==> config.mk <==
export PLATFORM = sky130hd
export DESIGN_NAME = operand_fetch_sequencer
export DESIGN_NICKNAME = d
export VERILOG_FILES = /design/src/rtl/operand_fetch_sequencer.sv
export SDC_FILE = /design/constraint.sdc
export NUM_CORES = 1
export LEC_CHECK = 0
export CORE_ASPECT_RATIO = 1.2
export CORE_MARGIN = 3
export CORE_UTILIZATION = 59
export DETAILED_ROUTE_END_ITERATION = 8
export DONT_BUFFER_PORTS = 1
export MAX_ROUTING_LAYER = met4
export PLACE_DENSITY = 0.81
export SYNTH_ARGS = -nofsm -noshare
export SYNTH_HDL_FRONTEND = slang
export SYNTH_SLANG_ARGS = --single-unit
==> constraint.sdc <==
create_clock -name clk -period 4.2 [get_ports clk]
set_input_delay 0.84 -clock clk [delete_from_list [all_inputs] [get_ports clk]]
set_output_delay 0.84 -clock clk [all_outputs]
set_load 0.03 [all_outputs]
==> src/rtl/operand_fetch_sequencer.sv <==
// Sequences one 6502 instruction fetch (opcode, operands, zero-page pointer) over a byte bus
// and produces the resolved effective address, page-cross flag and next PC.
module operand_fetch_sequencer #(
    parameter logic [15:0] RESET_PC = 16'h0200
) (
    input  logic        clk,
    input  logic        rst_n,
    input  logic        start,
    input  logic        flush,
    input  logic [15:0] pc_in,
    input  logic [7:0]  reg_x,
    input  logic [7:0]  reg_y,
    input  logic [2:0]  addr_mode,
    input  logic [1:0]  inst_length,
    input  logic        idx_sel_y,
    output logic        mem_req,
    output logic [15:0] mem_addr,
    input  logic        mem_ready,
    input  logic [7:0]  mem_rdata,
    output logic        busy,
    output logic        done,
    output logic [7:0]  opcode_q,
    output logic [7:0]  operand1_q,
    output logic [7:0]  operand2_q,
    output logic [15:0] eff_addr,
    output logic        page_crossed,
    output logic [15:0] next_pc
);

    typedef enum logic [2:0] {
        IDLE, FETCH_OP, DECODE, FETCH_B1, FETCH_B2, PTR_LO, PTR_HI, DONE
    } state_e;

    typedef enum logic [2:0] {
        M_IMP, M_IMM, M_ZP, M_ZPX, M_ABS, M_ABSIDX, M_INDX, M_INDY
    } mode_e;

    state_e      state;
    mode_e       mode_q, mode_n;
    logic [15:0] pc_q;
    logic [1:0]  len_q, len_n;
    logic        idx_y_q, idx_y_n;
    logic [7:0]  x_q, x_n, y_q, y_n;
    logic [7:0]  ptr_lo_q;
    logic [7:0]  op1_n, op2_n, ptr_n, ptr_p1;
    logic [15:0] base, sum, eff_n, next_pc_n;
    logic        crossed_n, is_ind, go_done;

    // Values as they will stand after this cycle's capture, so the result can be
    // registered on the same edge that takes in the final byte.
    always_comb begin
        mode_n    = (state == DECODE) ? mode_e'(addr_mode) : mode_q;
        len_n     = (state == DECODE) ? inst_length : len_q;
        idx_y_n   = (state == DECODE) ? idx_sel_y : idx_y_q;
        x_n       = (state == DECODE) ? reg_x : x_q;
        y_n       = (state == DECODE) ? reg_y : y_q;
        op1_n     = (state == FETCH_B1) ? mem_rdata : operand1_q;
        op2_n     = (state == FETCH_B2) ? mem_rdata : operand2_q;
        is_ind    = (mode_n == M_INDX) || (mode_n == M_INDY);
        ptr_n     = (mode_n == M_INDX) ? op1_n + x_n : op1_n;
        ptr_p1    = ptr_n + 8'd1;
        next_pc_n = pc_q + {14'd0, len_n};
        base      = '0;
        sum       = '0;
        eff_n     = '0;
        crossed_n = 1'b0;
        case (mode_n)
            M_IMP:    eff_n = '0;
            M_IMM:    eff_n = pc_q + 16'd1;
            M_ZP:     eff_n = {8'h00, op1_n};
            M_ZPX:    eff_n = {8'h00, op1_n + x_n};
            M_ABS:    eff_n = {op2_n, op1_n};
            M_ABSIDX: begin
                base      = {op2_n, op1_n};
                sum       = base + {8'h00, idx_y_n ? y_n : x_n};
                eff_n     = sum;
                crossed_n = sum[15:8] != base[15:8];
            end
            M_INDX:   eff_n = {mem_rdata, ptr_lo_q};
            M_INDY: begin
                base      = {mem_rdata, ptr_lo_q};
                sum       = base + {8'h00, y_n};
                eff_n     = sum;
                crossed_n = sum[15:8] != base[15:8];
            end
            default:  eff_n = '0;
        endcase
        go_done = ((state == DECODE) && (len_n < 2'd2)) ||
                  ((state == FETCH_B1) && mem_ready && (len_q != 2'd3) && !is_ind) ||
                  ((state == FETCH_B2) && mem_ready && !is_ind) ||
                  ((state == PTR_HI) && mem_ready);
    end

    always_ff @(posedge clk or negedge rst_n) begin
        if (!rst_n) begin
            state        <= IDLE;
            mem_req      <= 1'b0;
            mem_addr     <= '0;
            busy         <= 1'b0;
            done         <= 1'b0;
            opcode_q     <= '0;
            operand1_q   <= '0;
            operand2_q   <= '0;
            eff_addr     <= RESET_PC;
            next_pc      <= RESET_PC;
            page_crossed <= 1'b0;
            pc_q         <= '0;
            mode_q       <= M_IMP;
            len_q        <= '0;
            idx_y_q      <= 1'b0;
            x_q          <= '0;
            y_q          <= '0;
            ptr_lo_q     <= '0;
        end else if (flush) begin
            state   <= IDLE;
            mem_req <= 1'b0;
            busy    <= 1'b0;
            done    <= 1'b0;
        end else begin
            case (state)
                IDLE: begin
                    done <= 1'b0;
                    if (start) begin
                        pc_q     <= pc_in;
                        mem_addr <= pc_in;
                        mem_req  <= 1'b1;
                        busy     <= 1'b1;
                        state    <= FETCH_OP;
                    end
                end
                FETCH_OP: if (mem_ready) begin
                    opcode_q <= mem_rdata;
                    mem_req  <= 1'b0;
                    state    <= DECODE;
                end
                DECODE: begin
                    mode_q  <= mode_n;
                    len_q   <= len_n;
                    idx_y_q <= idx_y_n;
                    x_q     <= x_n;
                    y_q     <= y_n;
                    if (!go_done) begin
                        mem_addr <= pc_q + 16'd1;
                        mem_req  <= 1'b1;
                        state    <= FETCH_B1;
                    end
                end
                FETCH_B1: if (mem_ready) begin
                    operand1_q <= mem_rdata;
                    if (len_q == 2'd3) begin
                        mem_addr <= pc_q + 16'd2;
                        state    <= FETCH_B2;
                    end else if (is_ind) begin
                        mem_addr <= {8'h00, ptr_n};
                        state    <= PTR_LO;
                    end
                end
                FETCH_B2: if (mem_ready) begin
                    operand2_q <= mem_rdata;
                    if (is_ind) begin
                        mem_addr <= {8'h00, ptr_n};
                        state    <= PTR_LO;
                    end
                end
                PTR_LO: if (mem_ready) begin
                    ptr_lo_q <= mem_rdata;
                    mem_addr <= {8'h00, ptr_p1};
                    state    <= PTR_HI;
                end
                PTR_HI: ;
                DONE: begin
                    done  <= 1'b0;
                    busy  <= 1'b0;
                    state <= IDLE;
                end
                default: state <= IDLE;
            endcase
            if (go_done) begin
                mem_req      <= 1'b0;
                done         <= 1'b1;
                eff_addr     <= eff_n;
                page_crossed <= crossed_n;
                next_pc      <= next_pc_n;
                state        <= DONE;
            end
        end
    end

endmodule

==> results.toml <==
[outcome]
status = "complete, no violations"

[logic_synthesis]
synthesis.area_per_instance_um2 = 8.90
synth.area.top_cells = "sky130_fd_sc_hd__dfrtp_1, sky130_fd_sc_hd__mux2_2, sky130_fd_sc_hd__nand2_1, sky130_fd_sc_hd__ha_1, sky130_fd_sc_hd__mux2i_1"
yosysTopAreaCell = "sky130_fd_sc_hd__dfrtp_1"
number_of_synthesized_register_bits = 125
number_of_enable_type_register_cells_in_the_synthesized_netlist = 0
syn_inst = 1001
mappedNetlistNets = 1085
synth_top_cells_by_count = "sky130_fd_sc_hd__nand2_1, sky130_fd_sc_hd__dfrtp_1, sky130_fd_sc_hd__mux2_2"
synth_ff_type = "sky130_fd_sc_hd__dfrtp_1"
post-synth-top-count-cell = "sky130_fd_sc_hd__nand2_1"
synthesis.area_mm2 = 0.00891
synth_warnings = 0
yosysSeqAreaShare = 0.351
number_of_distinct_library_cell_variants_in_the_gate_level_netlist_after_synthesis = 76
asyncSetResetFlopFracSynth = 1.00
post-synth-top-area-fraction = 0.345

[place]
detailedPlace.worstSlack_ns = 0.306
number_of_input_and_output_port_buffers_inserted = 0
dp_hpwl_mm = 20.9
finalWeightedCongestion = 1.04

[grt]
grt_antenna_before_repair = 0
grt_overflow = 0
gr-usage-all-layers = 0.346
grt_pass1_wl_mm = 43.5
grt_max_degree = 126
grt_pass1_vias = 7792

[finish]
area.growth.synth_to_final_pct = 8.95
multi_input_gate_area_mm2 = 0.00548
seqCellArea_mm2 = 0.00313
final_layout_size_suffix_gt1_frac = 0.155
antenna_cells = 0
n_fill_cell = 1206
fin_nets = 1070
utilization = 0.665

[pwr]
internal_w = 0.00488
total_leakage_power_nw = 4.25
pwr-share-seq = 0.307
vdd_ir_drop_max_uv = 533
netSwitchingFraction = 0.519
pwr_density_cell_mw_per_mm2 = 1050
part_of_the_power_in_combinational_logic = 0.555
power.net_switching_w = 0.00527
p_clk_frac = 0.138
finalPower_w = 0.0102

[clock_network]
insertion_delay_of_the_later_clocked_pin_in_the_worst_skew_pair_ns = 0.43
clock-root-buffer = "sky130_fd_sc_hd__clkbuf_16"
tritoncts_clock_tree = "built"
cts_hold_buf = 0
cts_setup_buffers = 0
cts_resized = 0
cts.reportedPaths.clkPinSlew_ns = 0.06
cts_made_buffers = 17
cts_max_path_buffers = 2
htree_num_levels = 4
numClockSinks = 125

[route]
route.antenna.remaining_nets = 0
drc = 0
route.final.wire_length_mm = 28.1
num_vias = 8063
wire_per_inst_um = 23.5
detailedRoute.firstIterationViolations = 944
viasPerCell = 6.72
firstDrtPassIters = 6

[timing]
layout_min_cycle_time_ns = 3.89
final.period_utilization = 0.926
setup_viol = 0
rsz0062_at_grt = "no"
final.setup_skew_ns = 0.00657
max_slew.worst_pin.slew_ns = 0.929
relSlewSlack = 0.375
report.final.slew_viol_count = 0
fin_tns_setup_ns = 0
fmax_ghz = 0.257
timing.final.hold_violations = 0
holdWs_ns = 0.111
final.setup.worst_slack_ns = 0.312

[worst_setup_path]
worst_ep_required_time_ns = 4.51
critical_path.max_fanout = 15
critical_path_class = "reg2reg"
worstPathArrival_ns = 4.20
setup.worst_path.end_class = "flip-flop"
cp-start-kind = "flip-flop"

[job]
max_capacitance_violation_total = 0

[floorplan]
die_x_um = 118
dieHeight_um = 141
die_area_mm2 = 0.0166
initial_utilization = 0.611
core_outline_area_mm2 = 0.0146
top_level_port_count = 127
rows = 48

[min_path]
timing.hold.worst.class = "in2async"
-- registers in the layout, indices dropped and copies added (netlist names), 8 cells and up --
signal      cells
eff_addr       16
x_q             8
ptr_lo_q        8
operand1_q      8
opcode_q        8
mem_addr       16
y_q             8
operand2_q      8
next_pc        16
pc_q           16
-- cells in the final DEF, fill, tap and decap left out, drive strengths merged, types with 6 or more instances in the layout --
master	count
nand2	145
dfrtp	123
mux2	77
nor2	68
o21ai	62
a21oi	61
xor2	35
xnor2	32
mux2i	32
ha	29
buf	26
inv	26
nand3	22
nor3	18
clkbuf	18
o22ai	13
a221oi	13
a31oi	13
nand2b	12
nand4	11
a211oi	10
o211ai	10
clkinv	9
o31ai	8
and3	8
o221ai	8
o21a	7
a21o	7
a221o	6
-- per-stage QoR --
stage | area (um^2) | std cells
2_1_floorplan | 8910 | 1001
3_3_place_gp | 9130 | 1167
3_5_place_dp | 9130 | 1167
4_1_cts | 9680 | 1199
5_1_grt | 9710 | 1199
6_report | 9710 | 1199
-- power by group through the flow --
stage               combinational (W)  sequential (W)  clock [W]
finish                        0.00564         0.00312    0.00140
global route                  0.00609         0.00318    0.00147
CTS                           0.00548         0.00310    0.00141
detailed placement            0.00542         0.00311          0
global placement              0.00538         0.00310          0
floorplan                     0.00422         0.00270          0
-- cell families (layout without fill, tap and decap cells) --
kind of cell               Yosys count  count (layout)  synth area share
AOI/OAI and AO/OA                  264             264             0.197
and+or+nand+nor                    319             319             0.164
muxes                              109             109             0.134
buffers and inverters               84              82            0.0381
adders and majority gates           33              33            0.0497
xor gates and xnor gates            67              67            0.0659
DFF                                125             125             0.351
-- layout make-up --
type | count | area share
Sequential cell | 125 | 0.323
Multi-Input combinational cell | 792 | 0.565
Clock buffer | 18 | 0.0452
Inverter | 24 | 0.00928
Clock inverter | 14 | 0.0122
Tap cell | 200 | 0.0258
Timing Repair Buffer | 26 | 0.0201
-- path summary, 6_finish.rpt --
path | to | slack, ns | from | cells past startpoint
max | mem_addr[7] | 0.31 | state[1] | 14
min reg2reg | x_q[7] | 0.51 | x_q[7] | 1
max in group asynchronous | eff_addr[9] | 3.79 | rst_n | 0
min in group clk | done | 0.47 | flush | 1
max reg2reg | mem_addr[7] | 0.31 | state[1] | 14
min | x_q[7] | 0.11 | rst_n | 0
-- per-layer routing --
metal | up-vias | part of all wire | GRT usage
met4 | 0 | 0.059 | 0.190
li1 | 3621 | - | -
met3 | 114 | 0.092 | 0.0799
met5 | - | 0 | -
met2 | 529 | 0.47 | 0.544
met1 | 3799 | 0.38 | 0.412
-- worst max-delay path: stages, from the launching register on --
cell and delay, ns:
sky130_fd_sc_hd__dfrtp_1 0.53, sky130_fd_sc_hd__nor3b_4 0.32, sky130_fd_sc_hd__buf_4 0.26, sky130_fd_sc_hd__nand2_1 0.10, sky130_fd_sc_hd__nand2_1 0.09, sky130_fd_sc_hd__ha_1 0.21, sky130_fd_sc_hd__inv_1 0.07, sky130_fd_sc_hd__fa_1 0.41
sky130_fd_sc_hd__nor2b_1 0.22, sky130_fd_sc_hd__o31ai_1 0.12, sky130_fd_sc_hd__a21o_1 0.19, sky130_fd_sc_hd__a221oi_1 0.58, sky130_fd_sc_hd__nand3_1 0.17, sky130_fd_sc_hd__xor2_1 0.17, sky130_fd_sc_hd__a221o_1 0.32
Power figures use the tool's default switching activity.
